### config.mk
export PLATFORM = sky130hd
export DESIGN_NAME = switch_debouncer_flat
export DESIGN_NICKNAME = d
export VERILOG_FILES = /design/src/rtl/switch_debouncer_pkg.sv /design/src/rtl/switch_debouncer_if.sv /design/src/rtl/switch_debouncer_debounce_bit.sv /design/src/rtl/switch_debouncer.sv /design/src/flat_wrapper.sv
export SDC_FILE = /design/constraint.sdc
export NUM_CORES = 1
export LEC_CHECK = 0
export CORE_MARGIN = 2
export CORE_UTILIZATION = 45
export DETAILED_ROUTE_END_ITERATION = 16
export PLACE_DENSITY = 0.73
export SETUP_SLACK_MARGIN = 0.4
export SYNTH_ARGS = -nofsm -noshare
export SYNTH_HDL_FRONTEND = slang
export SYNTH_SLANG_ARGS = --single-unit
### constraint.sdc
create_clock -name clk -period 2 [get_ports clk]
set_clock_uncertainty 0.2 [all_clocks]
set_input_delay 0.2 -clock clk [delete_from_list [all_inputs] [get_ports clk]]
set_output_delay 0.2 -clock clk [all_outputs]
set_load 0.01 [all_outputs]
### src/rtl/switch_debouncer_pkg.sv
// -----------------------------------------------------------------------------
// sw_cond_pkg
//   Shared constants and types for the slide-switch conditioning path that
//   feeds the five-input majority voter.
//
//   SW_WIDTH                 number of switch bits (bit 4 = A ... bit 0 = E)
//   DEFAULT_SYNC_STAGES      synchroniser depth per bit (legal 2..4)
//   DEFAULT_DEBOUNCE_CYCLES  cycles a new level must persist (10 ms @ 100 MHz)
//   sw_bus_t                 the switch bus type
// -----------------------------------------------------------------------------
package sw_cond_pkg;

    localparam int SW_WIDTH                = 5;
    localparam int DEFAULT_SYNC_STAGES     = 2;
    localparam int DEFAULT_DEBOUNCE_CYCLES = 1000000;

    typedef logic [SW_WIDTH-1:0] sw_bus_t;

endpackage : sw_cond_pkg

### src/rtl/switch_debouncer_if.sv
// -----------------------------------------------------------------------------
// switch_debouncer_if
//   Bundles the raw switch pins and the conditioned outputs of the debouncer.
//
//   sw_raw      raw, asynchronous switch pins        (master -> slave)
//   sw_clean    debounced switch levels              (slave -> master)
//   sw_changed  one-cycle strobe on any sw_clean change
//   sw_settled  high when no bit has a pending change
//   sw_rise     per-bit 0->1 acceptance pulse        (SWITCH_DEBOUNCER_EDGE_EN)
//   sw_fall     per-bit 1->0 acceptance pulse        (SWITCH_DEBOUNCER_EDGE_EN)
//
//   There is no valid/ready handshake on this bus: sw_clean is a level that is
//   always valid, and sw_changed marks the single cycle in which it moved.
//
//   Optional feature macro: SWITCH_DEBOUNCER_EDGE_EN.
// -----------------------------------------------------------------------------
interface switch_debouncer_if #(
    parameter int WIDTH = sw_cond_pkg::SW_WIDTH
) ();

    logic [WIDTH-1:0] sw_raw;
    logic [WIDTH-1:0] sw_clean;
    logic             sw_changed;
    logic             sw_settled;
`ifdef SWITCH_DEBOUNCER_EDGE_EN
    logic [WIDTH-1:0] sw_rise;
    logic [WIDTH-1:0] sw_fall;
`endif

    // Master: the environment driving the pins and consuming the clean bus.
    modport master (
        output sw_raw,
        input  sw_clean,
        input  sw_changed,
        input  sw_settled
`ifdef SWITCH_DEBOUNCER_EDGE_EN
        ,
        input  sw_rise,
        input  sw_fall
`endif
    );

    // Slave: the debouncer itself.
    modport slave (
        input  sw_raw,
        output sw_clean,
        output sw_changed,
        output sw_settled
`ifdef SWITCH_DEBOUNCER_EDGE_EN
        ,
        output sw_rise,
        output sw_fall
`endif
    );

endinterface : switch_debouncer_if

### src/rtl/switch_debouncer_debounce_bit.sv
// -----------------------------------------------------------------------------
// debounce_bit
//   One switch bit: SYNC_STAGES-deep synchroniser, stability counter and the
//   clean output flop.
//
//   clk        system clock
//   rst        synchronous, active-high reset
//   raw_i      asynchronous switch pin
//   clean_o    debounced level
//   pending_o  counter non-zero (a change is being timed)
//   accept_o   combinational: clean_o takes the synchronised level at the
//              coming edge (lets the parent register strobes alongside it)
// -----------------------------------------------------------------------------
module debounce_bit #(
    parameter int SYNC_STAGES     = 2,
    parameter int DEBOUNCE_CYCLES = 4
) (
    input  logic clk,
    input  logic rst,
    input  logic raw_i,
    output logic clean_o,
    output logic pending_o,
    output logic accept_o
);

    localparam int CW = $clog2(DEBOUNCE_CYCLES);
    // Acceptance happens at DEBOUNCE_CYCLES-1, so the counter never wraps.
    localparam logic [CW-1:0] CNT_MAX = CW'(DEBOUNCE_CYCLES - 1);

    logic [SYNC_STAGES-1:0] sync_q, sync_d;
    logic [CW-1:0]          cnt_q, cnt_d;
    logic                   clean_q, clean_d;
    logic                   sync_lvl;
    logic                   accept;

    assign sync_lvl = sync_q[SYNC_STAGES-1];

    always_comb begin
        sync_d  = {sync_q[SYNC_STAGES-2:0], raw_i};
        cnt_d   = cnt_q;
        clean_d = clean_q;
        accept  = 1'b0;
        if (sync_lvl == clean_q) begin
            // Agreement (including a glitch returning) restarts the count.
            cnt_d = '0;
        end else if (cnt_q == CNT_MAX) begin
            clean_d = sync_lvl;
            cnt_d   = '0;
            accept  = 1'b1;
        end else begin
            cnt_d = cnt_q + CW'(1);
        end
    end

    always_ff @(posedge clk) begin
        if (rst) begin
            sync_q  <= '0;
            cnt_q   <= '0;
            clean_q <= 1'b0;
        end else begin
            sync_q  <= sync_d;
            cnt_q   <= cnt_d;
            clean_q <= clean_d;
        end
    end

    assign clean_o   = clean_q;
    assign pending_o = (cnt_q != '0);
    assign accept_o  = accept;

endmodule : debounce_bit

### src/rtl/switch_debouncer.sv
// -----------------------------------------------------------------------------
// switch_debouncer
//   Conditions the five raw slide switches before the majority voter: each bit
//   is synchronised and debounced independently, and a single strobe marks any
//   change of the clean bus.
//
//   clk         system clock (rising edge)
//   rst         synchronous, active-high reset
//   bus.slave   switch_debouncer_if: sw_raw in; sw_clean, sw_changed,
//               sw_settled (and sw_rise/sw_fall) out
//
//   Optional feature macro: SWITCH_DEBOUNCER_EDGE_EN adds per-bit registered
//   rise/fall pulses coincident with sw_changed.
// -----------------------------------------------------------------------------
module switch_debouncer
    import sw_cond_pkg::*;
#(
    parameter int WIDTH           = SW_WIDTH,
    parameter int SYNC_STAGES     = DEFAULT_SYNC_STAGES,
    parameter int DEBOUNCE_CYCLES = DEFAULT_DEBOUNCE_CYCLES
) (
    input  logic              clk,
    input  logic              rst,
    switch_debouncer_if.slave bus
);

    logic [WIDTH-1:0] clean;
    logic [WIDTH-1:0] pending;
    logic [WIDTH-1:0] accept;

    logic changed_q, changed_d;

    for (genvar i = 0; i < WIDTH; i++) begin : g_bit
        debounce_bit #(
            .SYNC_STAGES     (SYNC_STAGES),
            .DEBOUNCE_CYCLES (DEBOUNCE_CYCLES)
        ) u_bit (
            .clk       (clk),
            .rst       (rst),
            .raw_i     (bus.sw_raw[i]),
            .clean_o   (clean[i]),
            .pending_o (pending[i]),
            .accept_o  (accept[i])
        );
    end

    // Any bit accepting at this edge means sw_clean changes at this edge; the
    // OR folds simultaneous acceptances into one strobe.
    assign changed_d = |accept;

    always_ff @(posedge clk) begin
        if (rst) begin
            changed_q <= 1'b0;
        end else begin
            changed_q <= changed_d;
        end
    end

`ifdef SWITCH_DEBOUNCER_EDGE_EN
    logic [WIDTH-1:0] rise_q, rise_d;
    logic [WIDTH-1:0] fall_q, fall_d;

    // An accepting bit flips, so its old clean level tells the direction.
    assign rise_d = accept & ~clean;
    assign fall_d = accept &  clean;

    always_ff @(posedge clk) begin
        if (rst) begin
            rise_q <= '0;
            fall_q <= '0;
        end else begin
            rise_q <= rise_d;
            fall_q <= fall_d;
        end
    end

    assign bus.sw_rise = rise_q;
    assign bus.sw_fall = fall_q;
`endif

    assign bus.sw_clean   = clean;
    assign bus.sw_changed = changed_q;
    assign bus.sw_settled = ~|pending;

endmodule : switch_debouncer

### src/flat_wrapper.sv
// flat-port wrapper written by rule: the top's interface ports become plain ports
module switch_debouncer_flat import sw_cond_pkg::*;
#(
    parameter int WIDTH           = SW_WIDTH,
    parameter int SYNC_STAGES     = DEFAULT_SYNC_STAGES,
    parameter int DEBOUNCE_CYCLES = DEFAULT_DEBOUNCE_CYCLES
)
  (clk, rst, bus_sw_raw, bus_sw_clean, bus_sw_changed, bus_sw_settled);
  switch_debouncer_if #(.WIDTH(WIDTH)) bus_i ();
  input  logic clk;
  input  logic rst;
  input wire logic [$bits(bus_i.sw_raw)-1:0] bus_sw_raw;
  output wire logic [$bits(bus_i.sw_clean)-1:0] bus_sw_clean;
  output wire logic [$bits(bus_i.sw_changed)-1:0] bus_sw_changed;
  output wire logic [$bits(bus_i.sw_settled)-1:0] bus_sw_settled;
  assign bus_i.sw_raw = bus_sw_raw;
  assign bus_sw_clean = bus_i.sw_clean;
  assign bus_sw_changed = bus_i.sw_changed;
  assign bus_sw_settled = bus_i.sw_settled;
  switch_debouncer #(.WIDTH(WIDTH), .SYNC_STAGES(SYNC_STAGES), .DEBOUNCE_CYCLES(DEBOUNCE_CYCLES)) u_core (.clk(clk), .rst(rst), .bus(bus_i));
endmodule
==> run metrics, run 1 <==
Worst-Skew Late Latency=440 ps; CP top delay family=simple AND/OR/NAND/NOR gates; # IOs=14; Final Hold Viols=0; Setup crit end kind=output port; Tcrit/Tclk final=127%; Final setup viols=40; design internal power=4.55 mW; FP Rows=40; Max clock buf depth=2; gr usage total=28.5%; CP max stage cell=dfxtp_2; total CTS buffers=17; first-pass GRT wire length=28900 um; CTS tree=yes; ANT nets after route=0; initial antenna violation count=0; clk sink count=116; Switch Pwr=1.27 mW; Critical Path RT=1600 ps; Max transition margin=63.6%; DRC=0; Syn Area/Cell=8.51 um2; Final Power=5.82 mW; min Tclk post-route=2530 ps; CP arrival=2130 ps; MaxCap Viol Count=0; count of flip-flops with a built-in enable after synthesis=0; clock share of power=57.5%; most frequent cell after synthesis=dfxtp_1; crit path cell chain=inv_1 > ha_1 > nor4b_2 > nand4_1 > nor4_2 > and4_1 > buf_2; Area Overhead vs Synth=65.2%; critical path peak fanout=2; Antenna diodes=0; Static Leakage=3.20 nW; Cells after Synth=635; Final Worst Setup Slack=-535 ps; placed instance area=6890 um2; worst vdd ir=0.689 mV; H-tree level count=4; # nets final=843; Worst Tran Pin Value=541 ps; pin count of the biggest net entering global routing=17; violated checks=negative setup slack; Synthesized Nets=652; DR pass1 iterations=5; vias in the first global route=5854; Post-synth top cells=dfxtp_1 (116), nor2_1 (74), a21oi_1 (41); DR vias/cell=6.16; CTS clk-pin slew, worst paths=60 ps; layout cells sized above 1=53.2%; Core Util, Final=75.3%; top cells by area, synth=dfxtp_1 (43%), nor2_1 (5.1%), xnor2_1 (4.9%), xor2_1 (4.4%), a21oi_1 (3.8%); flops & latches, synth=116; Core Footprint=11900 um2; GPL Wtd Cong=0.822; pwr dens=652 nW/um2; Worst Hold Slack=116 ps; Netlist cell types=41; post-synthesis sequential area ratio=43.0%; Detailed Place HPWL=10200 um; post-synth top area share=43.0%; max frequency=395 MHz; Comb power frac=2.6%; die height=114 um; die area=12900 um2; Avg WL per Cell=21.5 um; cell area after synthesis=5400 um2; worst hold path type=in -> reg; Remaining Overflow, GRT=0; Async S/R FF share, synth=0%; Initial DRC Count=528; design area=8930 um2; Hold-fix buffers, CTS=0; Worst Setup Start Kind=flop; critical path class=reg -> out; non-filler cells, final=986; WL final=21200 um; # port buffers=13; Reg2Reg Setup Slack=-250 ps; clk root buf=clkbuf_16; Starting Density=45.6%; Die Span X=114 um; run status=complete, but fails checks; Seq pwr share=39.8%; WP buf/inv=2; Slew Viols, Final=0; via count=6070; YS warnings=0; crit-path max cell delay=330 ps; switching share of total power=21.9%; Placed Cells=913; unrepaired setup endpoints after global routing=true; area leader, netlist=dfxtp_1; Synth Flop Type=dfxtp_1
==> flip-flops by register name (all words and copies together), names as in the netlist <==
register,count
u_core.g_bit.u_bit.sync_q,10
u_core.g_bit.u_bit.clean_o,5
u_core.bus.sw_changed,1
u_core.g_bit.u_bit.cnt_q,100
==> cell usage in the layout, fill, tap and decap left out, drive strengths merged, types with 2 or more instances in the layout <==
master / synthesis / final
nand2: 33 / 33
and3: 13 / 13
o211ai: 2 / 2
xnor2: 30 / 30
nand4b: 3 / 3
nor4b: 3 / 3
a21oi: 41 / 41
and2: 5 / 5
or4: 27 / 27
clkdlybuf4s50: 0 / 6
nor4: 23 / 23
ha: 10 / 10
nand4: 25 / 25
dlygate4sd2: 0 / 6
clkinvlp: 0 / 3
xor2: 27 / 27
o21ai: 28 / 28
inv: 30 / 30
nand3: 40 / 42
clkinv: 0 / 5
buf: 11 / 186
dfxtp: 116 / 116
bufinv: 0 / 3
nor2b: 12 / 12
or3: 23 / 23
clkbuf: 17 / 21
nor2: 74 / 74
o31ai: 17 / 17
nor3: 7 / 7
and4: 9 / 9
==> power groups by stage <==
stage,combinational [mW],sequential [mW],clock (mW)
finish,0.152,2.32,3.35
global route,0.159,2.32,3.45
CTS,0.120,2.32,3.31
detailed placement,0.0956,2.37,0
global placement,0.0939,2.37,0
floorplan,0.0509,2.37,0
==> worst paths after layout <==
check / startpoint / end / depth (start not counted)
max: u_core.g_bit[0].u_bit.cnt_q[0]$_SDFF_PP0_ / bus_sw_settled / 7
min: bus_sw_raw[4] / u_core.g_bit[4].u_bit.sync_q[0]$_SDFF_PP0_ / 2
max reg2reg: u_core.g_bit[1].u_bit.cnt_q[15]$_SDFF_PP0_ / u_core.g_bit[1].u_bit.cnt_q[18]$_SDFF_PP0_ / 5
min reg2reg: u_core.g_bit[3].u_bit.sync_q[0]$_SDFF_PP0_ / u_core.g_bit[3].u_bit.sync_q[1]$_SDFF_PP0_ / 1
==> layout make-up <==
type	count	area, um2
inverter	30	113
clock inverter	11	145
fill	683	2930
multi-input combinational	463	3810
sequential	116	2410
clock buffer	21	503
timing repair buffer	198	1760
tap	147	184
==> stage by stage <==
| stage | TNS, ps | worst slack (ps) |
|---|---|---|
| final | -6270 | -535 |
| after global routing | -8260 | -656 |
| after CTS | -3600 | -425 |
| after detailed placement | -4570 | -475 |
| after global placement | -4320 | -493 |
| after floorplan | -737 | -41.5 |
==> per-layer routing <==
metal  vias to the layer above  wire [um]  global-route usage [%]
met5                         -          0                       0
met2                       326      10800                    50.5
met1                      2949       7840                    32.2
li1                       2667          -                       -
met3                       128       1260                    6.22
met4                         0       1220                    14.9
==> kinds of logic after synthesis <==
logic type	count (synthesis)	share of synthesized area, %
AOI/OAI and AO/OA	93	10.1
xor gates and xnor gates	57	9.24
adders and majority gates	10	2.32
buffers and inverters	58	4.49
DFF	116	43.0
muxes	1	0.185
and+or+nand+nor	300	30.7
==> repair_timing <==
item	in CTS	in global routing
endpoints found under the setup margin	111	105
cloned	6	1
pin swaps	52	38
gates resized for setup	173	127
setup buffers	17	17
(Power assumes the default switching activity.)
==> inputs of run 2 (changes only) <==
GPL_ROUTABILITY_DRIVEN = 0   (was not set)
==> results of run 2 <==
Same layout as run 1: the final DEF is identical, and so are final timing and power.
==> inputs of run 3 (changes only) <==
CORE_UTILIZATION = 23   (was 45)
PLACE_DENSITY = 0.48   (was 0.73)
RECOVER_POWER = 100   (was not set)
==> run 3 against run 2 <==
- the run still ends with negative setup slack left
- critical path depth decreased by 2
- core utilization decreased by 37 points
- worst setup slack improved by 150 ps
- via count decreased by 15%
- power decreased by 0.64%
- flip-flop and latch count unchanged
- critical path type unchanged
- critical endpoint unchanged
==> run metrics, run 3 (same netlist as run 1, synthesis figures left out) <==
Initial DRC Count=175 (-67%); Slew Viols, Final=0 (unchanged); Comb power frac=2.5% (about the same); Static Leakage=3.15 nW (-1.7%); run status=complete, but fails checks; most common cell after layout, fill and taps aside=buf_4; GR Layer Usage met2=21.8% (-29 points); gr usage total=13.1% (-15 points); Seq pwr share=40.1% (+0.3 points); commonest cells after routing, fill and taps aside=buf_4 (126), dfxtp_1 (68), buf_6 (43); Starting Density=23.2% (-22 points); via count=5163 (-15%); Final setup viols=74 (+85%); critical path peak fanout=2 (unchanged); violated checks=negative setup slack; Avg WL per Cell=13.6 um (-37%); Remaining Overflow, GRT=0 (unchanged); Max clock buf depth=2 (unchanged); critical path class=reg -> out; first-pass GRT wire length=25600 um (-12%); clk sink count=116 (unchanged); area of the multi-input gates=3680 um2 (-3.5%); max frequency=420 MHz (+6.3%); ANT nets after route=0 (unchanged); placed instance area=7180 um2 (+4.2%); design area=8980 um2 (+0.55%); vias in the first global route=5104 (-13%); layout cells sized above 1=49.3% (-3.9 points); Worst Setup Start Kind=flop; DRC=0 (unchanged); met1 Usage GRT=17.1% (-15 points); WHS Path Cells=2 (unchanged); CTS clk-pin slew, worst paths=60 ps (about the same); Worst Hold Slack=140 ps (+24.2 ps); clk root buf=clkbuf_16; Switch Pwr=1.15 mW (-9.5%); Final Power=5.79 mW (-0.64%); flip-flop count of the largest register after layout=100 (unchanged); fill count=2392 (+250%); initial antenna violation count=0 (unchanged); Setup crit end kind=output port; met3 Usage GRT=2.51% (-3.7 points); FP Rows=56 (+40%); Worst Tran Pin Value=1210 ps (+672 ps); # nets final=840 (-0.36%); # port buffers=13 (unchanged); Area Overhead vs Synth=66.1%; die height=157 um (+38%); GRT Max-Usage Layer=met2; # IOs=14 (unchanged); Antenna diodes=0 (unchanged); Storage cell area=2410 um2 (-0.16%); CTS tree=yes; die area=24700 um2 (+92%); total CTS buffers=17 (unchanged); Tcrit/Tclk final=119% (-7.6 points); Final Worst Setup Slack=-383 ps (+151 ps); worst hold path type=in -> reg; min Tclk post-route=2380 ps (-151 ps); Detailed Place HPWL=10400 um (+1.7%); worst vdd ir=0.605 mV (-12%); Critical Path RT=1600 ps (about the same); pwr dens=645 nW/um2 (-1.2%); Top reg by flops=u_core.g_bit.u_bit.cnt_q; Hold-fix buffers, CTS=0 (unchanged); Max transition margin=19.1% (-44 points); WL final=15700 um (-26%); pin count of the biggest net entering global routing=18 (+1); design internal power=4.63 mW (+1.8%); H-tree level count=4 (unchanged); r2r worst-path depth=5 (unchanged); MaxCap Viol Count=0 (unchanged); Final Hold Viols=0 (unchanged); clock share of power=57.5% (about the same); unrepaired setup endpoints after global routing=true; Worst-Skew Late Latency=410 ps (-30 ps); CP arrival=1980 ps (-150 ps); DR pass1 iterations=4 (-1); DR vias/cell=4.47 (-27%); Core Footprint=23300 um2 (+96%); Die Span X=157 um (+38%); switching share of total power=19.9% (-1.9 points)
run 3: cell count changes in the layout (fill, tap and decap cells not counted), sizes merged, moves of 2 or more:
| cell | before | now |
|---|---|---|
| buf | 186 | 175 |
| bufinv | 3 | 5 |
| clkbuf | 21 | 28 |
| clkinvlp | 3 | 1 |
run 3: through the flow:
| stage | instances | setup WS (ps) | TNS, ps | utilization [%] |
|---|---|---|---|---|
| after global placement | 1090 | -432 | -4060 | 30.9 |
| final | 1155 | -383 | -13080 | 38.6 |
| after floorplan | 635 | -41.5 | -737 | - |
| after CTS | 1145 | -398 | -4060 | 36.6 |
| after detailed placement | 1090 | -424 | -3800 | 30.9 |
| after global routing | 1155 | -440 | -22140 | 38.6 |
run 3: cell type report:
cell class,count,share of cell area (%)
tap,319,4.45
timing repair buffer,195,19.3
clock inverter,12,2.04
inverter,30,1.28
clock buffer,20,5.09
sequential,116,26.8
multi-input combinational,463,41.0
run 3: repair_timing:
action                     in CTS  in global routing
buffers inserted               15                  8
setup endpoints to repair     111                105
gates cloned                    8                  2
pin swaps                      35                 28
resized for setup             155                108
run 3: path summary, 6_finish.rpt:
kind / start / endpoint / slack (ps)
setup / recovery: u_core.g_bit[4].u_bit.cnt_q[15]$_SDFF_PP0_ / bus_sw_settled / -380
hold / removal: bus_sw_raw[4] / u_core.g_bit[4].u_bit.sync_q[0]$_SDFF_PP0_ / 140
setup reg to reg: u_core.g_bit[4].u_bit.cnt_q[15]$_SDFF_PP0_ / u_core.bus.sw_changed$_SDFF_PP0_ / -280
hold reg to reg: u_core.g_bit[3].u_bit.sync_q[0]$_SDFF_PP0_ / u_core.g_bit[3].u_bit.sync_q[1]$_SDFF_PP0_ / 240
run 3: worst max-delay path, cell delays in order (launching register included):
cell,delay (ps)
dfxtp_2,320
or4_4,540
or2_4,290
nor2_4,80
and4_4,240
buf_6,100
run 3: metal layers:
layer	vias up	wire [um]
met5	-	0
met4	0	216
met3	13	358
met2	40	7600
met1	2451	7550
li1	2659	-
run 3: power by group through the flow:
stage | Clock, mW | Sequential (mW) | Combinational, mW
2_1_floorplan | 0 | 2.37 | 0.0509
3_3_place_gp | 0 | 2.37 | 0.103
3_5_place_dp | 0 | 2.37 | 0.102
4_1_cts | 3.40 | 2.32 | 0.132
5_1_grt | 3.49 | 2.32 | 0.153
6_report | 3.33 | 2.32 | 0.142
